==> src/rtl/if_fetch_queue_pkg.sv <==
// Shared types and constants for the instruction-fetch queue.
// Entry layout, FSM encoding and PC arithmetic helpers.
package if_fetch_queue_pkg;

  localparam int          FQ_DEPTH    = 4;
  localparam logic [31:0] FQ_RESET_PC = 32'h0000_0000;

  typedef enum logic {
    FQ_FETCH = 1'b0,
    FQ_FULL  = 1'b1
  } fq_state_t;

  typedef struct packed {
    logic [31:0] pc;
    logic [31:0] inst;
  } fq_entry_t;

  // Next sequential fetch address; wraps 32'hFFFF_FFFC -> 0.
  function automatic logic [31:0] fq_next_pc(input logic [31:0] pc);
    return {pc[31:2] + 30'd1, 2'b00};
  endfunction

  function automatic logic [31:0] fq_align(input logic [31:0] pc);
    return {pc[31:2], 2'b00};
  endfunction

endpackage

==> src/rtl/if_fetch_queue_ram.sv <==
// DEPTH x {pc, inst} storage: one synchronous write port, one asynchronous read port.
// No reset on data; validity is tracked by the queue pointers and count.
module if_fetch_queue_ram
  import if_fetch_queue_pkg::*;
#(
  parameter int DEPTH = FQ_DEPTH,
  parameter int AW    = $clog2(DEPTH)
) (
  input  logic          clk,
  input  logic          we,
  input  logic [AW-1:0] waddr,
  input  fq_entry_t     wdata,
  input  logic [AW-1:0] raddr,
  output fq_entry_t     rdata
);

  fq_entry_t mem [DEPTH];

  always_ff @(posedge clk) begin
    if (we) begin
      mem[waddr] <= wdata;
    end
  end

  assign rdata = mem[raddr];

endmodule

==> src/rtl/if_fetch_queue.sv <==
// Fetch front end: sequential IAD generation, wait-state absorbing ring queue, valid/ready head toward IF/ID.
// Head appears 1 cycle after ACKI_n; IF_FQ_BYPASS_EN adds a same-cycle path when the queue is empty.
module if_fetch_queue
  import if_fetch_queue_pkg::*;
#(
  parameter int          DEPTH    = FQ_DEPTH,
  parameter logic [31:0] RESET_PC = FQ_RESET_PC
) (
  input  logic                   clk,
  input  logic                   rst,
  input  logic                   redirect,
  input  logic [31:0]            redirect_pc,
  input  logic                   ACKI_n,
  input  logic [31:0]            IDT,
  output logic [31:0]            IAD,
  output logic                   out_valid,
  input  logic                   out_ready,
  output logic [31:0]            out_pc,
  output logic [31:0]            out_pc4,
  output logic [31:0]            out_inst,
  output logic [$clog2(DEPTH):0] count
);

  localparam int AW = $clog2(DEPTH);
  localparam int CW = AW + 1;
  localparam logic [CW-1:0] DEPTH_C = CW'(DEPTH);

  fq_state_t     state;
  fq_state_t     state_nxt;
  logic [AW-1:0] rd_ptr;
  logic [AW-1:0] wr_ptr;
  fq_entry_t     head;
  fq_entry_t     hold;
  fq_entry_t     disp;
  fq_entry_t     wr_entry;

  logic not_empty;
  logic at_depth;
  logic bypass_hit;
  logic bypass_take;
  logic pop;
  logic qpop;
  logic push;
  logic advance;
  logic unused_pc_lsbs;

  assign unused_pc_lsbs = ^redirect_pc[1:0];

  assign not_empty = (count != '0);
  assign at_depth  = (count == DEPTH_C);

`ifdef IF_FQ_BYPASS_EN
  // Empty queue: forward the bus response straight to IF/ID this cycle.
  assign bypass_hit = !not_empty && (state == FQ_FETCH) && !ACKI_n && !redirect;
`else
  assign bypass_hit = 1'b0;
`endif

  assign bypass_take = bypass_hit & out_ready;

  assign out_valid = !redirect & (not_empty | bypass_hit);
  assign pop       = out_valid & out_ready;
  assign qpop      = pop & not_empty;

  // A bypassed-and-consumed response is never written; it still advances IAD.
  assign push    = (state == FQ_FETCH) & !ACKI_n & !redirect & !bypass_take
                 & (!at_depth | pop);
  assign advance = push | bypass_take;

  assign wr_entry = '{pc: IAD, inst: IDT};

  if_fetch_queue_ram #(
    .DEPTH (DEPTH),
    .AW    (AW)
  ) u_ram (
    .clk   (clk),
    .we    (push),
    .waddr (wr_ptr),
    .wdata (wr_entry),
    .raddr (rd_ptr),
    .rdata (head)
  );

  always_comb begin
    disp = hold;
    if (not_empty) begin
      disp = head;
    end else if (bypass_hit) begin
      disp = '{pc: IAD, inst: IDT};
    end
  end

  assign out_pc   = disp.pc;
  assign out_inst = disp.inst;
  assign out_pc4  = disp.pc + 32'd4;

  always_comb begin
    state_nxt = state;
    if (redirect) begin
      state_nxt = FQ_FETCH;
    end else begin
      unique case (state)
        FQ_FETCH: if (at_depth && !pop) state_nxt = FQ_FULL;
        FQ_FULL:  if (pop)              state_nxt = FQ_FETCH;
        default:                        state_nxt = FQ_FETCH;
      endcase
    end
  end

  always_ff @(posedge clk) begin
    if (rst) begin
      state <= FQ_FETCH;
    end else begin
      state <= state_nxt;
    end
  end

  always_ff @(posedge clk) begin
    if (rst) begin
      IAD    <= RESET_PC;
      rd_ptr <= '0;
      wr_ptr <= '0;
      count  <= '0;
    end else if (redirect) begin
      IAD    <= fq_align(redirect_pc);
      rd_ptr <= '0;
      wr_ptr <= '0;
      count  <= '0;
    end else begin
      if (advance) IAD <= fq_next_pc(IAD);
      if (push)    wr_ptr <= wr_ptr + AW'(1);
      if (qpop)    rd_ptr <= rd_ptr + AW'(1);
      unique case ({push, qpop})
        2'b10:   count <= count + CW'(1);
        2'b01:   count <= count - CW'(1);
        default: ;
      endcase
    end
  end

  // Last presented entry, shown while the queue is empty.
  always_ff @(posedge clk) begin
    if (rst) begin
      hold <= '0;
    end else begin
      hold <= disp;
    end
  end

endmodule
==> config.mk <==
export PLATFORM = sky130hd
export DESIGN_NAME = if_fetch_queue
export DESIGN_NICKNAME = d
export VERILOG_FILES = /design/src/rtl/if_fetch_queue_pkg.sv /design/src/rtl/if_fetch_queue_ram.sv /design/src/rtl/if_fetch_queue.sv
export SDC_FILE = /design/constraint.sdc
export NUM_CORES = 1
export LEC_CHECK = 0
export CAP_MARGIN = 20
export CORE_MARGIN = 5
export CORE_UTILIZATION = 55
export CTS_CLUSTER_DIAMETER = 80
export DETAILED_ROUTE_END_ITERATION = 16
export PLACE_DENSITY = 0.83
export SLEW_MARGIN = 5
export SYNTH_ARGS = -nofsm -noshare
export SYNTH_HDL_FRONTEND = slang
export SYNTH_SLANG_ARGS = --single-unit
==> constraint.sdc <==
create_clock -name clk -period 5 [get_ports clk]
set_input_delay 0.5 -clock clk [delete_from_list [all_inputs] [get_ports clk]]
set_output_delay 0.5 -clock clk [all_outputs]
set_load 0.02 [all_outputs]
==> impl_metrics.toml <==
[run_status]
run_status = "complete, no violations"

[sta]
final_min_period_over_clock_period_pct = 91.6
fin_ws_ns = 0.419
timing_worst_slew_pin_value_ns = 0.774
min_period_ns = 4.58
clock-skew-final_ns = 0.0129
fmax_mhz = 218
rsz_0062_raised_after_global_routing = "no"
tns_ns = 0
final-setup-viol-count = 0
worst_relative_slew_slack_pct = 48.4
timing.final.hold_violations = 0
timing.final.max_slew_violations = 0

[cts]
tritoncts = "done"
clock_insertion_delay_at_the_later_pin_of_the_skew_report_ns = 0.52
cts_hold_repair.buffers = 0
ctsLongestPathBuffers = 3
tritoncts_num_sinks = 352
cts-resized-gates = 0
ctsRootBufferMaster = "sky130_fd_sc_hd__clkbuf_16"
cts_setup_buffers = 0
numCtsBuffers = 36
cts.reportedPaths.clkPinSlew_ns = 0.06
cts.htree.levels = 2

[global_route]
grt_max_degree = 96
groute.usage.overall_pct = 22.3
gr-total-overflow = 0
grt_antenna_before_repair = 4
number_of_global_route_vias_before_repair = 9321
global_route_wire_length_before_repair_um = 51100

[finish]
design.final.nets = 1310
antenna_cells = 0
layout.cells.non_filler = 1596
final_core_utilization_pct = 69.1
synthToLayoutAreaGrowth_pct = 24.7
layout-drive-gt1-share_pct = 10.7

[placed_design]
placed_cells_incl_taps = 1529
quantity_of_i_o_buffers_inserted_on_ports = 196
pre_cts_ws_ns = 0.880
hpwl_um = 21000
globalplace.congestion = 0.860

[route]
antenna_violating_nets_post_route = 0
drtPass1Iterations = 9
vias = 9283
avgViaCountPerCell = 5.82
route.detailed.drc = 0
avgRoutedWirePerCell_um = 20.9
drt_iter0_markers = 851
postRouteWirelength_um = 33300

[floorplan]
row_count = 59
die-area_mm2 = 0.0294
chipWidth_um = 171
floorplan.io_pins = 201
die-height_um = 171
coreArea_mm2 = 0.0258
effective_utilization_at_floorplan_pct = 55.4

[critical_path]
arrival_ns = 4.08
r2r-start = "count[2]"
setup.worst_path.class = "flop to primary output"
critPathMaxStageDelay_ns = 0.62
critical_path.reg2reg.endpoint = "count[2]"
worst-r2r-cell-count = 9
cp-end-kind = "primary output"
crit_slowest_cell = "sky130_fd_sc_hd__clkdlybuf4s50_1"
critical_path.startpoint_type = "flop"
timing.critical_path.cells = "or3_4 -> mux2i_1 -> nor4_1 -> nand4_1 -> a2111oi_2 -> xnor2_1 -> clkdlybuf4s50_1"
r2r_setup_slack_ns = 1.81
critPathMaxFanout = 41
required_ns = 4.50

[yosys]
netlist-cell-type-count = 52
ys_seq_elements = 352
synth_enable_flop_cells = 248
post-synth-top-area-fraction_pct = 52.0
synth_area_leaders = "sky130_fd_sc_hd__edfxtp_1 (52%), sky130_fd_sc_hd__dfxtp_1 (15%), sky130_fd_sc_hd__mux4_2 (7.5%)"
synth-async-reset-ratio_pct = 0
syn-instance-count = 1035
post-synth-top-area-cell = "sky130_fd_sc_hd__edfxtp_1"
synth-seq-area-share_pct = 66.5
synth.cell_area_mm2 = 0.0143
synthMostInstantiatedCell = "sky130_fd_sc_hd__edfxtp_1"
synth_flop_cell = "sky130_fd_sc_hd__edfxtp_1"
synth-warning-count = 0
post_synth_most_frequent_cells = "sky130_fd_sc_hd__edfxtp_1 (248), sky130_fd_sc_hd__nand2_1 (151), sky130_fd_sc_hd__dfxtp_1 (104), sky130_fd_sc_hd__a21oi_1 (72), sky130_fd_sc_hd__nor2_1 (69)"
synthesis.area_per_instance_um2 = 13.8

[power_and_ir_drop]
leakagePower_nw = 6.16
peakVddDrop_v = 0.000336
power.density_cell_area_mw_per_mm2 = 362

[flow_run]
max_cap_viol_count = 0

[hold_path]
min_delay_path_depth = 2
hold_start = "rst"
worst_hold_path.endpoint = "hold[48]"
hold_class = "primary input to flop"
==> cell type report <==
| type | instances | area [µm²] |
|---|---|---|
| Sequential cell | 352 | 9530 |
| Fill cell | 1680 | 7980 |
| Multi-Input combinational cell | 592 | 4410 |
| Timing Repair Buffer | 212 | 2150 |
| Clock buffer | 53 | 1070 |
| Tap cell | 335 | 419 |
| Inverter | 39 | 146 |
| Clock inverter | 13 | 138 |
==> worst max-delay path: cells and delay by family (launching register included) <==
kind | cells | cell delay [ns]
compound gates | 1 | 0.36
xor+xnor | 1 | 0.16
buf+inv | 1 | 0.62
flops | 1 | 0.48
mux | 1 | 0.30
simple gates | 3 | 1.61
==> through the flow <==
stage | power, mW | hold WS (ns) | instance area (µm²)
after floorplan | 3.55 | 0.440 | 14300
after global placement | 3.81 | 0.446 | 16600
after detailed placement | 3.82 | 0.454 | 16600
after CTS | 6.49 | 0.462 | 17800
after global routing | 6.67 | 0.410 | 17900
final | 6.46 | 0.418 | 17900
==> logic make-up (layout without fill, tap and decap cells) <==
| family | Yosys count | count (layout) | synth area share (%) |
|---|---|---|---|
| fa+ha+maj | 8 | 8 | 0.751 |
| mux | 90 | 90 | 12.1 |
| buf+inv | 92 | 317 | 2.87 |
| other cells | 1 | 2 | 0.0262 |
| flops | 352 | 352 | 66.5 |
| simple gates | 333 | 333 | 10.5 |
| compound gates | 126 | 126 | 5.17 |
| xor+xnor | 33 | 33 | 2.02 |
==> worst max-delay path by stage <==
stage | slack, ns | depth (start not counted) | start | end
6_report | 0.42 | 7 | count[2] | out_pc4[23]
5_1_grt | 0.20 | 7 | count[2] | out_pc4[29]
4_1_cts | 0.35 | 7 | count[2] | out_pc4[23]
3_5_place_dp | 0.88 | 7 | count[2] | out_pc4[23]
3_3_place_gp | 0.96 | 7 | count[2] | out_pc4[23]
2_1_floorplan | 0.85 | 14 | count[0] | out_pc4[28]
==> power by group <==
| group | switching (mW) | internal (mW) |
|---|---|---|
| logic | 0.287 | 0.237 |
| clock network | 1.09 | 1.60 |
| registers | 0.0564 | 3.19 |
| total | 1.44 | 5.02 |
==> registers in the layout, summed over array words and instances (netlist names), named ones only <==
name,cells
IAD,30
hold,64
wr_ptr,2
state,1
rd_ptr,2
u_ram.mem,248
count,3
==> cells in the final DEF, fill, tap and decap left out, drive strengths merged, types with 5 or more instances in the layout <==
cell type,n
edfxtp,248
mux4,62
clkdlybuf4s50,195
nor2,69
clkinv,7
nand3,32
mux2i,26
buf,17
inv,41
nor4,8
and4,5
a21oi,72
and2,9
ha,7
xnor2,29
a222oi,5
o211ai,6
and3,5
a31oi,5
or3,5
nand2,151
dfxtp,104
nand4,18
o21ai,21
nor3,18
clkbuf,53
==> routing by layer <==
metal	up-vias	wire, µm	GRT usage, %
met1	4482	12800	28.9
met5	-	48	0
li1	4253	-	-
met2	458	16600	37.7
met4	8	964	7.58
met3	82	2840	5.01
Note: power is estimated with default switching activity, not from simulation.
